[src/rtl/arith_exec_unit_pkg.sv]
// ============================================================================
// Module : exec_unit_pkg
// Brief  : Shared types and default widths for the arithmetic execution unit.
// Rev    : 1.0 - initial release
// ============================================================================
`default_nettype none

package exec_unit_pkg;

  localparam int DEFAULT_DATA_W = 32;
  localparam int DEFAULT_REG_W  = 5;

  typedef enum logic [2:0] {
    IDLE = 3'd0,
    EXEC = 3'd1,
    WB   = 3'd2,
    DONE = 3'd3,
    ACK  = 3'd4
  } fu_state_t;

  typedef enum logic {
    OP_ADD = 1'b0,
    OP_MUL = 1'b1
  } fu_op_t;

endpackage

`default_nettype wire

[src/rtl/arith_exec_unit_if.sv]
// ============================================================================
// Module : arith_exec_unit_if
// Brief  : Dispatch <-> execution-unit handshake bundle for one issue lane.
// Rev    : 1.0 - initial release
// ============================================================================
`default_nettype none

interface arith_exec_unit_if
  import exec_unit_pkg::*;
#(
  parameter int DATA_W = DEFAULT_DATA_W,
  parameter int REG_W  = DEFAULT_REG_W
);

  logic              start_adder;
  logic              start_multiplier;
  logic [DATA_W-1:0] operand_a;
  logic [DATA_W-1:0] operand_b;
  logic [REG_W-1:0]  dest_rd;
  logic              reset_adder_complete;
  logic              reset_multiplier_complete;

  logic              adder_busy;
  logic              multiplier_busy;
  logic              reset_instruction_in_progress_adder;
  logic              reset_instruction_in_progress_multiplier;
  logic              adder_write_enable;
  logic              multiplier_write_enable;
  logic [DATA_W-1:0] adder_result;
  logic [DATA_W-1:0] multiplier_result;
  logic [REG_W-1:0]  adder_rd;
  logic [REG_W-1:0]  multiplier_rd;
  logic              adder_complete;
  logic              multiplier_complete;
  logic              adder_reset_operation_complete;
  logic              multiplier_reset_operation_complete;

  modport master (
    output start_adder, start_multiplier, operand_a, operand_b, dest_rd,
           reset_adder_complete, reset_multiplier_complete,
    input  adder_busy, multiplier_busy,
           reset_instruction_in_progress_adder, reset_instruction_in_progress_multiplier,
           adder_write_enable, multiplier_write_enable,
           adder_result, multiplier_result, adder_rd, multiplier_rd,
           adder_complete, multiplier_complete,
           adder_reset_operation_complete, multiplier_reset_operation_complete
  );

  modport slave (
    input  start_adder, start_multiplier, operand_a, operand_b, dest_rd,
           reset_adder_complete, reset_multiplier_complete,
    output adder_busy, multiplier_busy,
           reset_instruction_in_progress_adder, reset_instruction_in_progress_multiplier,
           adder_write_enable, multiplier_write_enable,
           adder_result, multiplier_result, adder_rd, multiplier_rd,
           adder_complete, multiplier_complete,
           adder_reset_operation_complete, multiplier_reset_operation_complete
  );

endinterface

`default_nettype wire

[src/rtl/arith_exec_unit_engine.sv]
// ============================================================================
// Module : fu_engine
// Brief  : One execution engine: start/armed handshake, latency counter, WB strobe, complete/ack.
// Rev    : 1.0 - initial release
// ============================================================================
`default_nettype none

module fu_engine
  import exec_unit_pkg::*;
#(
  parameter int     DATA_W  = DEFAULT_DATA_W,
  parameter int     REG_W   = DEFAULT_REG_W,
  parameter int     LATENCY = 1,
  parameter fu_op_t OP      = OP_ADD
) (
  input  logic              clk,
  input  logic              reset,
  input  logic              start_i,
  input  logic [DATA_W-1:0] a_i,
  input  logic [DATA_W-1:0] b_i,
  input  logic [REG_W-1:0]  rd_i,
  input  logic              clear_i,
  output logic              busy_o,
  output logic              rip_o,
  output logic              we_o,
  output logic [DATA_W-1:0] result_o,
  output logic [REG_W-1:0]  rd_o,
  output logic              complete_o,
  output logic              ack_o
);

  localparam int CNT_W = $clog2(LATENCY + 1);

  fu_state_t         state_q;
  logic [CNT_W-1:0]  cnt_q;
  logic              armed_q;
  logic [DATA_W-1:0] a_q, b_q, result_q, result_d;
  logic [REG_W-1:0]  rd_q;
  logic              busy_q, rip_q, we_q, complete_q, ack_q;
  logic              accept_d;

  if (OP == OP_ADD) begin : g_add
    assign result_d = a_q + b_q;
  end else begin : g_mul
    assign result_d = a_q * b_q;
  end

  assign accept_d = (state_q == IDLE) && start_i && armed_q;

  always_ff @(posedge clk) begin
    if (reset) begin
      state_q    <= IDLE;
      cnt_q      <= '0;
      armed_q    <= 1'b1;
      a_q        <= '0;
      b_q        <= '0;
      rd_q       <= '0;
      result_q   <= '0;
      busy_q     <= 1'b0;
      rip_q      <= 1'b0;
      we_q       <= 1'b0;
      complete_q <= 1'b0;
      ack_q      <= 1'b0;
    end else begin
      we_q  <= 1'b0;
      ack_q <= 1'b0;
      // A start level held through an op must drop before it can launch again
      if (!start_i) armed_q <= 1'b1;
      if (accept_d) rip_q <= 1'b1;
      else if (!start_i) rip_q <= 1'b0;
      case (state_q)
        IDLE: begin
          if (accept_d) begin
            a_q     <= a_i;
            b_q     <= b_i;
            rd_q    <= rd_i;
            cnt_q   <= CNT_W'(LATENCY);
            armed_q <= 1'b0;
            busy_q  <= 1'b1;
            state_q <= EXEC;
          end
        end
        EXEC: begin
          cnt_q <= cnt_q - 1'b1;
          if (cnt_q == CNT_W'(1)) begin
            result_q <= result_d;
            we_q     <= 1'b1;
            state_q  <= WB;
          end
        end
        WB: begin
          complete_q <= 1'b1;
          state_q    <= DONE;
        end
        DONE: begin
          if (clear_i) begin
            complete_q <= 1'b0;
            ack_q      <= 1'b1;
            state_q    <= ACK;
          end
        end
        ACK: begin
          busy_q  <= 1'b0;
          state_q <= IDLE;
        end
        default: state_q <= IDLE;
      endcase
    end
  end

  assign busy_o     = busy_q;
  assign rip_o      = rip_q;
  assign we_o       = we_q;
  assign result_o   = result_q;
  assign rd_o       = rd_q;
  assign complete_o = complete_q;
  assign ack_o      = ack_q;

endmodule

`default_nettype wire

[src/rtl/arith_exec_unit.sv]
// ============================================================================
// Module : arith_exec_unit
// Brief  : Issue-lane execution unit with independent adder and multiplier engines.
// Rev    : 1.0 - initial release
// ============================================================================
`default_nettype none

module arith_exec_unit
  import exec_unit_pkg::*;
#(
  parameter int DATA_W      = DEFAULT_DATA_W,
  parameter int REG_W       = DEFAULT_REG_W,
  parameter int ADD_LATENCY = 1,
  parameter int MUL_LATENCY = 3
) (
  input  logic               clk,
  input  logic               reset,
  arith_exec_unit_if.slave   bus
);

  fu_engine #(
    .DATA_W (DATA_W),
    .REG_W  (REG_W),
    .LATENCY(ADD_LATENCY),
    .OP     (OP_ADD)
  ) u_adder (
    .clk       (clk),
    .reset     (reset),
    .start_i   (bus.start_adder),
    .a_i       (bus.operand_a),
    .b_i       (bus.operand_b),
    .rd_i      (bus.dest_rd),
    .clear_i   (bus.reset_adder_complete),
    .busy_o    (bus.adder_busy),
    .rip_o     (bus.reset_instruction_in_progress_adder),
    .we_o      (bus.adder_write_enable),
    .result_o  (bus.adder_result),
    .rd_o      (bus.adder_rd),
    .complete_o(bus.adder_complete),
    .ack_o     (bus.adder_reset_operation_complete)
  );

  fu_engine #(
    .DATA_W (DATA_W),
    .REG_W  (REG_W),
    .LATENCY(MUL_LATENCY),
    .OP     (OP_MUL)
  ) u_multiplier (
    .clk       (clk),
    .reset     (reset),
    .start_i   (bus.start_multiplier),
    .a_i       (bus.operand_a),
    .b_i       (bus.operand_b),
    .rd_i      (bus.dest_rd),
    .clear_i   (bus.reset_multiplier_complete),
    .busy_o    (bus.multiplier_busy),
    .rip_o     (bus.reset_instruction_in_progress_multiplier),
    .we_o      (bus.multiplier_write_enable),
    .result_o  (bus.multiplier_result),
    .rd_o      (bus.multiplier_rd),
    .complete_o(bus.multiplier_complete),
    .ack_o     (bus.multiplier_reset_operation_complete)
  );

endmodule

`default_nettype wire

[src/flat_wrapper.sv]
// flat-port wrapper written by rule: the top's interface ports become plain ports
module arith_exec_unit_flat import exec_unit_pkg::*;
#(
  parameter int DATA_W      = DEFAULT_DATA_W,
  parameter int REG_W       = DEFAULT_REG_W,
  parameter int ADD_LATENCY = 1,
  parameter int MUL_LATENCY = 3
)
  (clk, reset, bus_start_adder, bus_start_multiplier, bus_operand_a, bus_operand_b, bus_dest_rd, bus_reset_adder_complete, bus_reset_multiplier_complete, bus_adder_busy, bus_multiplier_busy, bus_reset_instruction_in_progress_adder, bus_reset_instruction_in_progress_multiplier, bus_adder_write_enable, bus_multiplier_write_enable, bus_adder_result, bus_multiplier_result, bus_adder_rd, bus_multiplier_rd, bus_adder_complete, bus_multiplier_complete, bus_adder_reset_operation_complete, bus_multiplier_reset_operation_complete);
  arith_exec_unit_if #(.DATA_W(DATA_W), .REG_W(REG_W)) bus_i ();
  input  logic clk;
  input  logic reset;
  input wire logic [$bits(bus_i.start_adder)-1:0] bus_start_adder;
  input wire logic [$bits(bus_i.start_multiplier)-1:0] bus_start_multiplier;
  input wire logic [$bits(bus_i.operand_a)-1:0] bus_operand_a;
  input wire logic [$bits(bus_i.operand_b)-1:0] bus_operand_b;
  input wire logic [$bits(bus_i.dest_rd)-1:0] bus_dest_rd;
  input wire logic [$bits(bus_i.reset_adder_complete)-1:0] bus_reset_adder_complete;
  input wire logic [$bits(bus_i.reset_multiplier_complete)-1:0] bus_reset_multiplier_complete;
  output wire logic [$bits(bus_i.adder_busy)-1:0] bus_adder_busy;
  output wire logic [$bits(bus_i.multiplier_busy)-1:0] bus_multiplier_busy;
  output wire logic [$bits(bus_i.reset_instruction_in_progress_adder)-1:0] bus_reset_instruction_in_progress_adder;
  output wire logic [$bits(bus_i.reset_instruction_in_progress_multiplier)-1:0] bus_reset_instruction_in_progress_multiplier;
  output wire logic [$bits(bus_i.adder_write_enable)-1:0] bus_adder_write_enable;
  output wire logic [$bits(bus_i.multiplier_write_enable)-1:0] bus_multiplier_write_enable;
  output wire logic [$bits(bus_i.adder_result)-1:0] bus_adder_result;
  output wire logic [$bits(bus_i.multiplier_result)-1:0] bus_multiplier_result;
  output wire logic [$bits(bus_i.adder_rd)-1:0] bus_adder_rd;
  output wire logic [$bits(bus_i.multiplier_rd)-1:0] bus_multiplier_rd;
  output wire logic [$bits(bus_i.adder_complete)-1:0] bus_adder_complete;
  output wire logic [$bits(bus_i.multiplier_complete)-1:0] bus_multiplier_complete;
  output wire logic [$bits(bus_i.adder_reset_operation_complete)-1:0] bus_adder_reset_operation_complete;
  output wire logic [$bits(bus_i.multiplier_reset_operation_complete)-1:0] bus_multiplier_reset_operation_complete;
  assign bus_i.start_adder = bus_start_adder;
  assign bus_i.start_multiplier = bus_start_multiplier;
  assign bus_i.operand_a = bus_operand_a;
  assign bus_i.operand_b = bus_operand_b;
  assign bus_i.dest_rd = bus_dest_rd;
  assign bus_i.reset_adder_complete = bus_reset_adder_complete;
  assign bus_i.reset_multiplier_complete = bus_reset_multiplier_complete;
  assign bus_adder_busy = bus_i.adder_busy;
  assign bus_multiplier_busy = bus_i.multiplier_busy;
  assign bus_reset_instruction_in_progress_adder = bus_i.reset_instruction_in_progress_adder;
  assign bus_reset_instruction_in_progress_multiplier = bus_i.reset_instruction_in_progress_multiplier;
  assign bus_adder_write_enable = bus_i.adder_write_enable;
  assign bus_multiplier_write_enable = bus_i.multiplier_write_enable;
  assign bus_adder_result = bus_i.adder_result;
  assign bus_multiplier_result = bus_i.multiplier_result;
  assign bus_adder_rd = bus_i.adder_rd;
  assign bus_multiplier_rd = bus_i.multiplier_rd;
  assign bus_adder_complete = bus_i.adder_complete;
  assign bus_multiplier_complete = bus_i.multiplier_complete;
  assign bus_adder_reset_operation_complete = bus_i.adder_reset_operation_complete;
  assign bus_multiplier_reset_operation_complete = bus_i.multiplier_reset_operation_complete;
  arith_exec_unit #(.DATA_W(DATA_W), .REG_W(REG_W), .ADD_LATENCY(ADD_LATENCY), .MUL_LATENCY(MUL_LATENCY)) u_core (.clk(clk), .reset(reset), .bus(bus_i));
endmodule
[config.mk]
export PLATFORM = sky130hd
export DESIGN_NAME = arith_exec_unit_flat
export DESIGN_NICKNAME = d
export VERILOG_FILES = /design/src/rtl/arith_exec_unit_pkg.sv /design/src/rtl/arith_exec_unit_if.sv /design/src/rtl/arith_exec_unit_engine.sv /design/src/rtl/arith_exec_unit.sv /design/src/flat_wrapper.sv
export SDC_FILE = /design/constraint.sdc
export NUM_CORES = 2
export LEC_CHECK = 0
export ABC_AREA = 0
export CAP_MARGIN = 20
export CORE_UTILIZATION = 55
export CTS_CLUSTER_SIZE = 30
export DETAILED_ROUTE_END_ITERATION = 10
export GPL_TIMING_DRIVEN = 0
export PLACE_DENSITY = 0.75
export SETUP_SLACK_MARGIN = 0.05
export SLEW_MARGIN = 10
export SYNTH_ARGS = -nofsm -noshare
export SYNTH_HDL_FRONTEND = slang
export SYNTH_SLANG_ARGS = --single-unit
[constraint.sdc]
create_clock -name clk -period 8.9 [get_ports clk]
set_input_delay 0.89 -clock clk [delete_from_list [all_inputs] [get_ports clk]]
set_output_delay 0.89 -clock clk [all_outputs]
set_load 0.005 [all_outputs]
==> run summary <==
Synth Area in XOR/XNOR: 3.978%
Mux contribution to synthesized area: 0.08626%
Net count, final: 3705
Bufs on Longest Clock Path: 3
RSZ-0062 raised after global routing: false
Most common cell after layout, fill and taps aside: nand2_1
CTS sink cnt: 223
DRT antenna net count: 0
Die area: 0.04568 mm²
Initial DRC Count: 1399
Area grow syn2layout: 12.91%
Final clock skew: 0.02742 ns
Yosys reg bits: 223
Final min period: 8.335 ns
Die width: 213.7 µm
Fill cell count: 3771
Most frequent cells in the layout: 634 x nand2_1, 409 x fa_1, 402 x inv_1, 286 x and2_1, 224 x a21oi_1
Fin. max-slew vios: 0
Worst min-delay path category: reg -> reg
Cell Pwr Density: 117.7 mW/mm²
# IOs: 159
Met1 usage: 42.47%
PortBufs: 157
Net Count, Synth: 3521
Grt ovf: 0
Residual DRC: 0
Post-CTS Setup Bufs: 0
# H-tree levels: 1
Synth Area in Adders: 41.07%
Busiest metal layer after global routing: met2
Synth cell types: 69
Final hold vios: 0
Kind of end point of the critical path: flip-flop
Worst reg2reg startpoint: u_core.u_multiplier.b_q[4]$_SDFFE_PP0P_
Post-DP Area: 0.02698 mm²
Critical path data arrival time: 8.80 ns
CTS resizes: 0
Crit path max fanout: 10
Startpoint types: flip-flop
Slowest stage delay, CP: 0.67 ns
Initial antenna violation count: 0
Ys async rst share: 0%
Finished Cell Area: 0.02784 mm²
Simple-gate share of the synthesized area: 19.51%
Gpl congestion: 1.015
Clock latency on the worst-skew pair: 0.56 ns
Final HPWL DP: 62.54 mm
Initial Utilization: 55.76%
Vias in the first global route: 21620
Number of synthesized flops with an enable pin: 0
Yosys warns: 0
CTS Buf Count: 25
Max cap viols: 0
Relative slew slack: 22.70%
Worst Tran Pin Value: 1.160 ns
Status: complete, no violations
Synthesized area: 0.02466 mm²
Seq/Total Area, Yosys: 18.10%
# setup viols final: 0
Grt met3 use: 6.737%
First-pass GRT wire length: 118.9 mm
Critical Path RT: 9.37 ns
Layout cell share with drive strength beyond 1: 1.945%
Max Fclk: 120.0 MHz
TNS Setup: 0 ns
CP Launch Point: u_core.u_multiplier.b_q[4]$_SDFFE_PP0P_
Mean routed wirelength per cell: 20.93 µm
Crit-path most repeated cell: fa_1
Multi-input logic area: 0.01807 mm²
Hold wc startpoint: u_core.u_multiplier.result_o[22]$_SDFFE_PP0P_
CP delay by family, top: adder cells
Slowest-stage cell, CP: fa_1
Avg Cell Area, Syn: 8.556 µm²
Post-route clock period utilization: 93.65%
Leak: 0.01250 µW
Crit Path Class: reg -> reg
Peak supply drop: 167.0 µV
Syn Inst Count: 2882
CTS tree: yes
GRT Total Usage: 34.99%
Critical path cell sequence: clkbuf_1, clkbuf_1, and2_1, fa_1, inv_1, fa_1, fa_1, fa_1, inv_1, fa_1, fa_1, fa_1, fa_1, ha_1, a21oi_1, nand2_1, a41oi_1, o31ai_1, o311ai_1, a21oi_1, xnor2_1, a211oi_1
Ys flop type: dfxtp_1
Met2 global-route usage: 57.20%
Storage cell area: 0.004464 mm²
Core area: 0.04422 mm²
Post-synthesis compound-gate area fraction: 8.601%
Vias: 20500
Final Routed Wirelength: 76.99 mm
Routed vias/inst: 5.574
Drt first pass iters: 6
Row count: 77
Clock Pin Slew Worst Setup and Hold Paths: 0.06 ns
Largest family of logic cells by synthesized area: adder cells
# hold bufs at CTS: 0
Largest net degree at the start of global routing: 14
Clock root cell: clkbuf_16
Die H: 213.7 µm
WP buf/inv: 4
[worst paths after layout]
check | slack (ns) | cells after the start | to
max | 0.57 | 22 | u_core.u_multiplier.result_o[31]$_SDFFE_PP0P_
min | 0.45 | 2 | u_core.u_multiplier.result_o[22]$_SDFFE_PP0P_
max reg2reg | 0.57 | 22 | u_core.u_multiplier.result_o[31]$_SDFFE_PP0P_
min reg2reg | 0.45 | 2 | u_core.u_multiplier.result_o[22]$_SDFFE_PP0P_
[per-stage QoR]
step	util, %	instances	setup WS (ns)	hold slack, ns	total power [µW]
CTS	62.96	3677	0.7577	0.4509	3272
global route	62.96	3677	0.2278	0.4667	3428
floorplan	-	2882	2.021	0.4366	1777
detailed placement	61.00	3631	0.8073	0.4427	2207
finish	62.96	3678	0.5654	0.4503	3278
global placement	60.99	3631	0.8947	0.4405	2183
[power by group]
group	switching, µW	internal (µW)
Sequential	73.2	1070
Combinational	680	389
Clock	444	625
[final cells by class]
class,count,share of cell area (%)
antenna,1,0.008988
buffer,165,2.224
clock buffer,35,2.705
clock inverter,11,0.3955
inverter,403,5.433
multi-input combinational,2091,64.89
sequential,223,16.03
tap,592,2.660
timing repair buffer,157,5.644
[registers in the layout, indices dropped and copies added (netlist names), 2 cells and up]
signal and count:
u_core.u_multiplier.state_q 3, u_core.u_multiplier.result_o 32, u_core.u_adder.state_q 3, u_core.u_multiplier.a_q 32, u_core.u_multiplier.b_q 32, u_core.u_adder.b_q 32, u_core.u_multiplier.cnt_q 2, u_core.u_adder.rd_o 5
u_core.u_adder.a_q 32, u_core.u_adder.result_o 32, u_core.u_multiplier.rd_o 5
[layer usage]
| layer | routed length, µm | vias to the layer above |
|---|---|---|
| met5 | 0 | - |
| met4 | 5784 | 0 |
| met3 | 6771 | 230 |
| met2 | 35550 | 932 |
| met1 | 28880 | 10150 |
| li1 | - | 9194 |
[synth_stat cells (3+ instances only)]
| cell | count | area (µm²) |
|---|---|---|
| a211oi_1 | 12 | 90.09 |
| a21o_1 | 15 | 112.6 |
| a21oi_1 | 224 | 1121 |
| a22o_1 | 4 | 35.03 |
| a31oi_1 | 8 | 50.05 |
| and2_1 | 286 | 1789 |
| and3_1 | 3 | 18.77 |
| clkbuf_1 | 165 | 619.3 |
| dfxtp_1 | 223 | 4464 |
| fa_1 | 409 | 8188 |
| ha_1 | 155 | 1939 |
| inv_1 | 402 | 1509 |
| nand2_1 | 634 | 2380 |
| nand2b_1 | 5 | 31.28 |
| nand3_1 | 20 | 100.1 |
| nand3b_1 | 3 | 22.52 |
| nor2_1 | 48 | 180.2 |
| nor2b_1 | 5 | 31.28 |
| nor3_1 | 17 | 85.08 |
| o211ai_1 | 8 | 60.06 |
| o21a_1 | 5 | 37.54 |
| o21ai_0 | 42 | 210.2 |
| o21ai_1 | 18 | 90.09 |
| o21bai_1 | 3 | 22.52 |
| o31ai_1 | 4 | 30.03 |
| or3_1 | 5 | 31.28 |
| xnor2_1 | 80 | 700.7 |
| xor2_1 | 32 | 280.3 |
[tightest hold or removal path: stages, from the launching register on]
cell	delay (ns)
dfxtp_1	0.31
nand2_1	0.05
a21oi_1	0.05
[cell families (layout without fill, tap and decap cells)]
group	after synthesis	count (layout)
other	0	1
adder cells (fa/ha/maj)	564	564
multiplexers	2	2
flip-flops	223	223
XOR/XNOR	112	112
AND/OR/NAND/NOR	1044	1044
buffers and inverters	568	771
AO/OA/AOI/OAI	369	369
No activity file was read; power rests on OpenSTA's default activity.
